[src/rtl/bist_controller.sv]
// Logic-BIST sequencer: seeds the LFSR/MISR, runs a programmed number of patterns,
// aligns compaction to CUT latency and compares the final signature with a golden value.
module bist_controller #(
    parameter int N   = 8,
    parameter int CW  = 16,
    parameter int LAT = 2
) (
    input  logic          clk,
    input  logic          rst,
    input  logic          start,
    input  logic          abort,
    input  logic [CW-1:0] num_patterns,
    input  logic [N-1:0]  golden_sig,
    input  logic [N-1:0]  misr_sig,
    output logic          tpg_load,
    output logic          tpg_en,
    output logic          misr_load,
    output logic          misr_en,
    output logic          test_mode,
    output logic          busy,
    output logic          done,
    output logic          pass,
    output logic [CW-1:0] pattern_cnt,
    output logic [2:0]    state_dbg
);

    typedef enum logic [2:0] {
        IDLE    = 3'd0,
        LOAD    = 3'd1,
        RUN     = 3'd2,
        FLUSH   = 3'd3,
        COMPARE = 3'd4,
        DONE    = 3'd5
    } state_t;

    // A zero-latency CUT still gets one FLUSH cycle when no patterns are applied.
    localparam int FLUSH_LEN = (LAT == 0) ? 1 : LAT;
    localparam int FW = (FLUSH_LEN < 2) ? 1 : $clog2(FLUSH_LEN + 1);
    localparam logic [CW-1:0] CNT_MAX = '1;

    state_t        state;
    logic [CW-1:0] num_q;
    logic [N-1:0]  gold_q;
    logic [FW-1:0] flush_cnt;
    logic          active;
    logic          abort_hit;

    // Handshake: start is a one-cycle request accepted only when busy is low
    // (IDLE or DONE); there is no ready, and abort only acts while busy is high.
    assign active    = (state == LOAD) || (state == RUN) ||
                       (state == FLUSH) || (state == COMPARE);
    assign abort_hit = abort && active;
    assign state_dbg = state;

    always_ff @(posedge clk) begin
        if (rst) begin
            state       <= IDLE;
            num_q       <= '0;
            gold_q      <= '0;
            flush_cnt   <= '0;
            tpg_load    <= 1'b0;
            tpg_en      <= 1'b0;
            misr_load   <= 1'b0;
            test_mode   <= 1'b0;
            busy        <= 1'b0;
            done        <= 1'b0;
            pass        <= 1'b0;
            pattern_cnt <= '0;
        end else begin
            tpg_load  <= 1'b0;
            misr_load <= 1'b0;
            if (abort_hit) begin
                state     <= IDLE;
                flush_cnt <= '0;
                tpg_en    <= 1'b0;
                test_mode <= 1'b0;
                busy      <= 1'b0;
                done      <= 1'b0;
                pass      <= 1'b0;
            end else begin
                case (state)
                    IDLE, DONE: begin
                        if (start) begin
                            state       <= LOAD;
                            num_q       <= num_patterns;
                            gold_q      <= golden_sig;
                            tpg_load    <= 1'b1;
                            misr_load   <= 1'b1;
                            test_mode   <= 1'b1;
                            busy        <= 1'b1;
                            done        <= 1'b0;
                            pass        <= 1'b0;
                            pattern_cnt <= '0;
                        end
                    end
                    LOAD: begin
                        if (num_q != '0) begin
                            state       <= RUN;
                            tpg_en      <= 1'b1;
                            pattern_cnt <= CW'(1);
                        end else begin
                            state     <= FLUSH;
                            flush_cnt <= FW'(1);
                        end
                    end
                    RUN: begin
                        // pattern_cnt already counts the pattern applied this cycle.
                        if (pattern_cnt == num_q) begin
                            tpg_en <= 1'b0;
                            if (LAT == 0) begin
                                state <= COMPARE;
                            end else begin
                                state     <= FLUSH;
                                flush_cnt <= FW'(1);
                            end
                        end else if (pattern_cnt != CNT_MAX) begin
                            pattern_cnt <= pattern_cnt + 1'b1;
                        end
                    end
                    FLUSH: begin
                        if (flush_cnt == FW'(FLUSH_LEN)) begin
                            state <= COMPARE;
                        end else begin
                            flush_cnt <= flush_cnt + 1'b1;
                        end
                    end
                    COMPARE: begin
                        state     <= DONE;
                        test_mode <= 1'b0;
                        busy      <= 1'b0;
                        done      <= 1'b1;
                        pass      <= (misr_sig == gold_q);
                    end
                    default: begin
                        state <= IDLE;
                    end
                endcase
            end
        end
    end

    generate
        if (LAT == 0) begin : g_nodly
            assign misr_en = tpg_en;
        end else begin : g_dly
            logic [LAT-1:0] dly;

            always_ff @(posedge clk) begin
                if (rst || abort_hit) begin
                    dly <= '0;
                end else begin
                    dly[0] <= tpg_en;
                    for (int i = 1; i < LAT; i++) begin
                        dly[i] <= dly[i-1];
                    end
                end
            end

            assign misr_en = dly[LAT-1];
        end
    endgenerate

endmodule

[config.mk]
export PLATFORM = sky130hd
export DESIGN_NAME = bist_controller
export DESIGN_NICKNAME = d
export VERILOG_FILES = /design/src/rtl/bist_controller.sv
export SDC_FILE = /design/constraint.sdc
export NUM_CORES = 1
export LEC_CHECK = 0
export ABC_AREA = 1
export ABC_CLOCK_PERIOD_IN_PS = 1800
export CAP_MARGIN = 20
export CORE_MARGIN = 4
export CORE_UTILIZATION = 43
export CTS_CLUSTER_SIZE = 12
export DETAILED_ROUTE_END_ITERATION = 6
export GPL_TIMING_DRIVEN = 0
export PLACE_DENSITY = 0.71
export SKIP_LAST_GASP = 1
export SLEW_MARGIN = 20
export SYNTH_ARGS = -nofsm -noshare
export SYNTH_HDL_FRONTEND = slang
export SYNTH_SLANG_ARGS = --single-unit
[constraint.sdc]
create_clock -name clk -period 1.8 [get_ports clk]
set_input_delay 0.27 -clock clk [delete_from_list [all_inputs] [get_ports clk]]
set_output_delay 0.27 -clock clk [all_outputs]
set_load 0.03 [all_outputs]
* Word-level counts from Yosys, hierarchy flattened
Index checks and enable logic that the tools add are counted.
Operators by class: bitwise logic cells 2, reductions and logical operators 20, shifts and indexed selects 0, $add $sub $neg 2, magnitude comparators 0, eq/ne operators 17, div/mod/pow operators 0, multipliers 0, muxes and demuxes 23
Operators with widths (count):
- $mux W16 | 4
- $pmux W16 S3 | 1
- $add A16 B1 Y16 const B | 1
- $eq A16 B16 Y1 | 1
- $ne A16 B16 Y1 const B | 1
- $reduce_bool A16 Y1 | 1
- $pmux W3 S5 | 1
- $mux W3 | 3
- $reduce_and A3 Y1 | 3
- $eq A8 B8 Y1 | 1
- $ne A2 B1 Y1 const B | 4
- $ne A2 B2 Y1 const B | 4
- $pmux W1 S2 | 4
- $eq A3 B2 Y1 const B | 2
- $eq A3 B3 Y1 const B | 2
- $mux W1 | 6
- $mux W2 | 3
- $pmux W2 S3 | 1
- $reduce_and A6 Y1 | 1
- $reduce_bool A3 Y1 | 2
- $logic_or A1 B1 Y1 | 4
- $reduce_and A4 Y1 | 1
- $reduce_bool A2 Y1 | 2
- $reduce_or A2 Y1 | 2
- other kinds (8) | 9
Storage, ports and cells: ROM bits 0, latch bits 0, output and inout port bits 27, memories 0, word-level logic and storage cells 75, flip-flop bits (word level) 52, bits in writable memories 0

* Depth between registers and ports, before layout
word-level depth 7, depth in mapped cells 14, gate-level depth less buffers 12

* Worst setup path before layout
No wires, ideal clock.
path kind register -> register, from reg pattern_cnt[0], to reg pattern_cnt[3], arrival 1.869 ns, path slack -0.185 ns, cell stages (with the launch flop) 12, path buffers 1, cell sequence dfxtp_1 > ha_1 > nand2_2 > nor2_8 > nand3_4 > nor2_4 > nand4_2 > nand2_2 > nand2_4 > buf_6 > a21oi_1 > nor2_1
Between the ends: cells in the longest elaborated chain, start to end 4
RTL lines:
- start, declared | RTL line 23 | output logic [CW-1:0] pattern_cnt,
- start signal, assigned | RTL line 117 | pattern_cnt <= pattern_cnt + 1'b1;
- $add A16 B1 Y16 | RTL line 117
- $mux W16 | RTL line 116 | end else if (pattern_cnt != CNT_MAX) begin
- $mux W16 | RTL line 108 | if (pattern_cnt == num_q) begin
- $pmux W16 S3 | RTL line 81 | case (state)
Parallel ways exist; a longest one is shown, timed or not. The select of a mux whose other input is x is not followed. A chain may end at the register's enable or synchronous reset.

* Final worst setup path
from reg pattern_cnt[0], to reg pattern_cnt[2]
Same word-level chain as after synthesis.

==> flow_summary.yaml <==
outcome:
  status: "complete, no violations"
synthesis:
  synth_cell_types: 31
  ys_top_cells_by_area: "dfxtp_1 35%, nand2_1 15%, a21oi_1 8.5%"
  ys_ff_latch: 52
  synth_cells: 462
  synth_top_area_share_pct: 34.8
  yosys_warnings: 0
  synth_top_area_cell: "dfxtp_1"
  synth_nets: 500
  ys_seq_area_share_pct: 34.8
  syn_avg_cell_area_um2: 6.48
  syn_area_mm2: 0.00299
final_layout:
  drive_gt1_share_pct: 19.1
  layout_commonest_cell: "nand2_1"
  multi_input_area_mm2: 0.00172
  fillerInstances: 673
  syn2layout_area_growth_pct: 40.2
  finalNetCount: 586
  final_area_mm2: 0.00419
  regArea_mm2: 0.00108
  num_antenna_cells: 0
  layout_common_cells: "115 x nand2_1, 58 x clkdlybuf4s50_1, 50 x inv_1"
floorplanning:
  initial_core_util_pct: 44.0
  core_mm2: 0.00679
  fp.dieH_um: 91.4
  dieWidth_um: 91.4
  fp-row-count: 30
  dieArea_mm2: 0.00836
  io_pins: 63
placed_design:
  place_ws_ns: -0.116
  placed_area_mm2: 0.00374
  port-buffer-count: 62
  hpwl_mm: 6.34
  gp_congestion: 0.940
worst_hold_path:
  hold_path_class: "reg -> reg"
  holdPathStages: 2
  hold_end: "g_dly.dly[1]$_SDFF_PP0_"
  worstHoldStart: "g_dly.dly[0]$_SDFF_PP0_"
critical_path:
  crit_arrival_ns: 2.00
  cp-start-kind: "register"
  reg2reg_to: "pattern_cnt[2]$_SDFFE_PP0P_"
  rr_worst_depth: 11
  crit_type: "reg -> reg"
  end_kind: "register"
  r2r-start: "pattern_cnt[0]$_SDFFE_PP0P_"
  rrSetupSlack_ns: 0.02
  crit_fanout: 8
  required_ns: 2.02
global_routing:
  grt_pass1_vias: 3060
  antenna_found_initial: 0
  grt-ovfl-total: 0
  grt.total_usage_pct: 20.5
  grt_pass1_wl_mm: 14.2
  grt_max_degree: 17
detailed_routing:
  drc: 0
  drt-total-wl_mm: 9.07
  first_pass_iters: 5
  vias: 3301
  ant_nets: 0
  vias_per_cell: 5.12
  post_drt_wl_per_cell_um: 14.1
  drt_iter0_markers: 222
cts:
  clock-sinks: 52
  hold_buffers: 0
  worstSkewPairLatency_ns: 0.32
  cts_root_buf: "clkbuf_8"
  cts_tree: "done"
  clk_pin_slew_ns: 0.10
  htreeDepth: 2
  numCtsBuffers: 5
  clock_path_buffers: 2
sta:
  slew_violations: 0
  finalHoldViolCount: 0
  setup_viol: 0
  relSlewSlack_pct: 64.2
  finalCritPeriodShare_pct: 98.9
  hold_ws_ns: 0.418
  skew_ns: 0.00522
  finalCriticalPeriod_ns: 1.78
  tightest_slew_ns: 0.536
  fin_ws_ns: 0.0200
  max_clock_freq_ghz: 0.562
  rsz0062_at_grt: "yes"
power:
  p_leak_uw: 0.00173
  power_density_mw_per_mm2: 1430
  peakVddDrop_uv: 976
  total_power_uw: 5980
job:
  cap_violations: 0
==> sequential cells by signal, summed over array words and instances (netlist names) <==
signal / count
busy: 1
done: 1
flush_cnt: 2
g_dly.dly: 2
gold_q: 8
misr_load: 1
num_q: 16
pass: 1
pattern_cnt: 16
state_dbg: 3
tpg_en: 1
==> cell usage after synthesis, drive strengths merged <==
master / count
a21oi: 51
buf: 13
clkbuf: 7
clkinv: 1
dfxtp: 52
ha: 2
inv: 58
nand2: 120
nand3: 37
nand3b: 2
nand4: 14
nor2: 51
nor3: 9
nor3b: 2
nor4: 1
o21ai: 33
o21bai: 1
or2: 4
xor2: 4
==> cells by family after synthesis <==
kind of cell | count (synthesis) | share of synthesized area, %
and+or+nand+nor | 240 | 36.9
xor gates and xnor gates | 4 | 1.17
DFF | 52 | 34.8
adders and majority gates | 2 | 0.836
buffers and inverters | 79 | 11.8
AOI/OAI and AO/OA | 85 | 14.6
==> how the worst max path moves through the flow <==
| stage | start | endpoint | slack (ns) | cells after the start |
|---|---|---|---|---|
| 3_3_place_gp | pattern_cnt[0]$_SDFFE_PP0P_ | pattern_cnt[0]$_SDFFE_PP0P_ | -0.06 | 11 |
| 6_report | pattern_cnt[0]$_SDFFE_PP0P_ | pattern_cnt[2]$_SDFFE_PP0P_ | 0.02 | 11 |
| 2_1_floorplan | pattern_cnt[1]$_SDFFE_PP0P_ | pattern_cnt[3]$_SDFFE_PP0P_ | 0.01 | 11 |
| 4_1_cts | pattern_cnt[7]$_SDFFE_PP0P_ | pattern_cnt[7] | 0.003 | 1 |
| 3_5_place_dp | pattern_cnt[0]$_SDFFE_PP0P_ | pattern_cnt[0]$_SDFFE_PP0P_ | -0.12 | 11 |
| 5_1_grt | pattern_cnt[0]$_SDFFE_PP0P_ | pattern_cnt[2]$_SDFFE_PP0P_ | -0.05 | 14 |
==> worst max-delay path: stages, from the launching register on <==
cell,delay (ns)
dfxtp_4,0.40
ha_4,0.18
nand2_4,0.08
nor2_8,0.11
nand3_4,0.09
nor2_4,0.16
nand4_2,0.09
nand2_2,0.12
nand2_8,0.10
clkbuf_16,0.17
a21oi_2,0.12
nor2_1,0.05
==> per-layer routing <==
layer / vias up / routed length (µm) / track usage (%)
met3: 26 / 708 / 3.89
met4: 0 / 300 / 9.42
met2: 134 / 4290 / 34.9
li1: 1661 / - / -
met5: - / 0 / 0
met1: 1480 / 3770 / 24.8
==> cell type report <==
| class | instances | area share (%) |
|---|---|---|
| Inverter | 59 | 5.28 |
| Sequential cell | 52 | 25.8 |
| Clock inverter | 3 | 0.984 |
| Tap cell | 96 | 2.86 |
| Buffer | 20 | 3.76 |
| Timing Repair Buffer | 79 | 18.7 |
| Clock buffer | 5 | 1.64 |
| Multi-Input combinational cell | 331 | 41.0 |
==> repair_timing <==
item | 4_1_cts | 5_1_grt
setup endpoints to repair | 20 | 49
pin swaps | 1 | 8
cloned | 0 | 4
resized for setup | 8 | 66
buffers inserted | 3 | 10
==> metrics by stage <==
stage	util, %	std cells	setup TNS (ns)
floorplan	-	462	0
global placement	55.0	620	-0.654
CTS	57.2	631	0
finish	61.7	645	0
detailed placement	55.0	620	-1.44
global route	61.7	645	-0.562
==> report_power, final <==
group          switching, µW  total [µW]  internal, µW
logic                   2050        3400          1360
clock network            413         826           413
registers                255        1750          1500
total                   2710        5980          3270
Note: power is estimated with default switching activity, not from simulation.
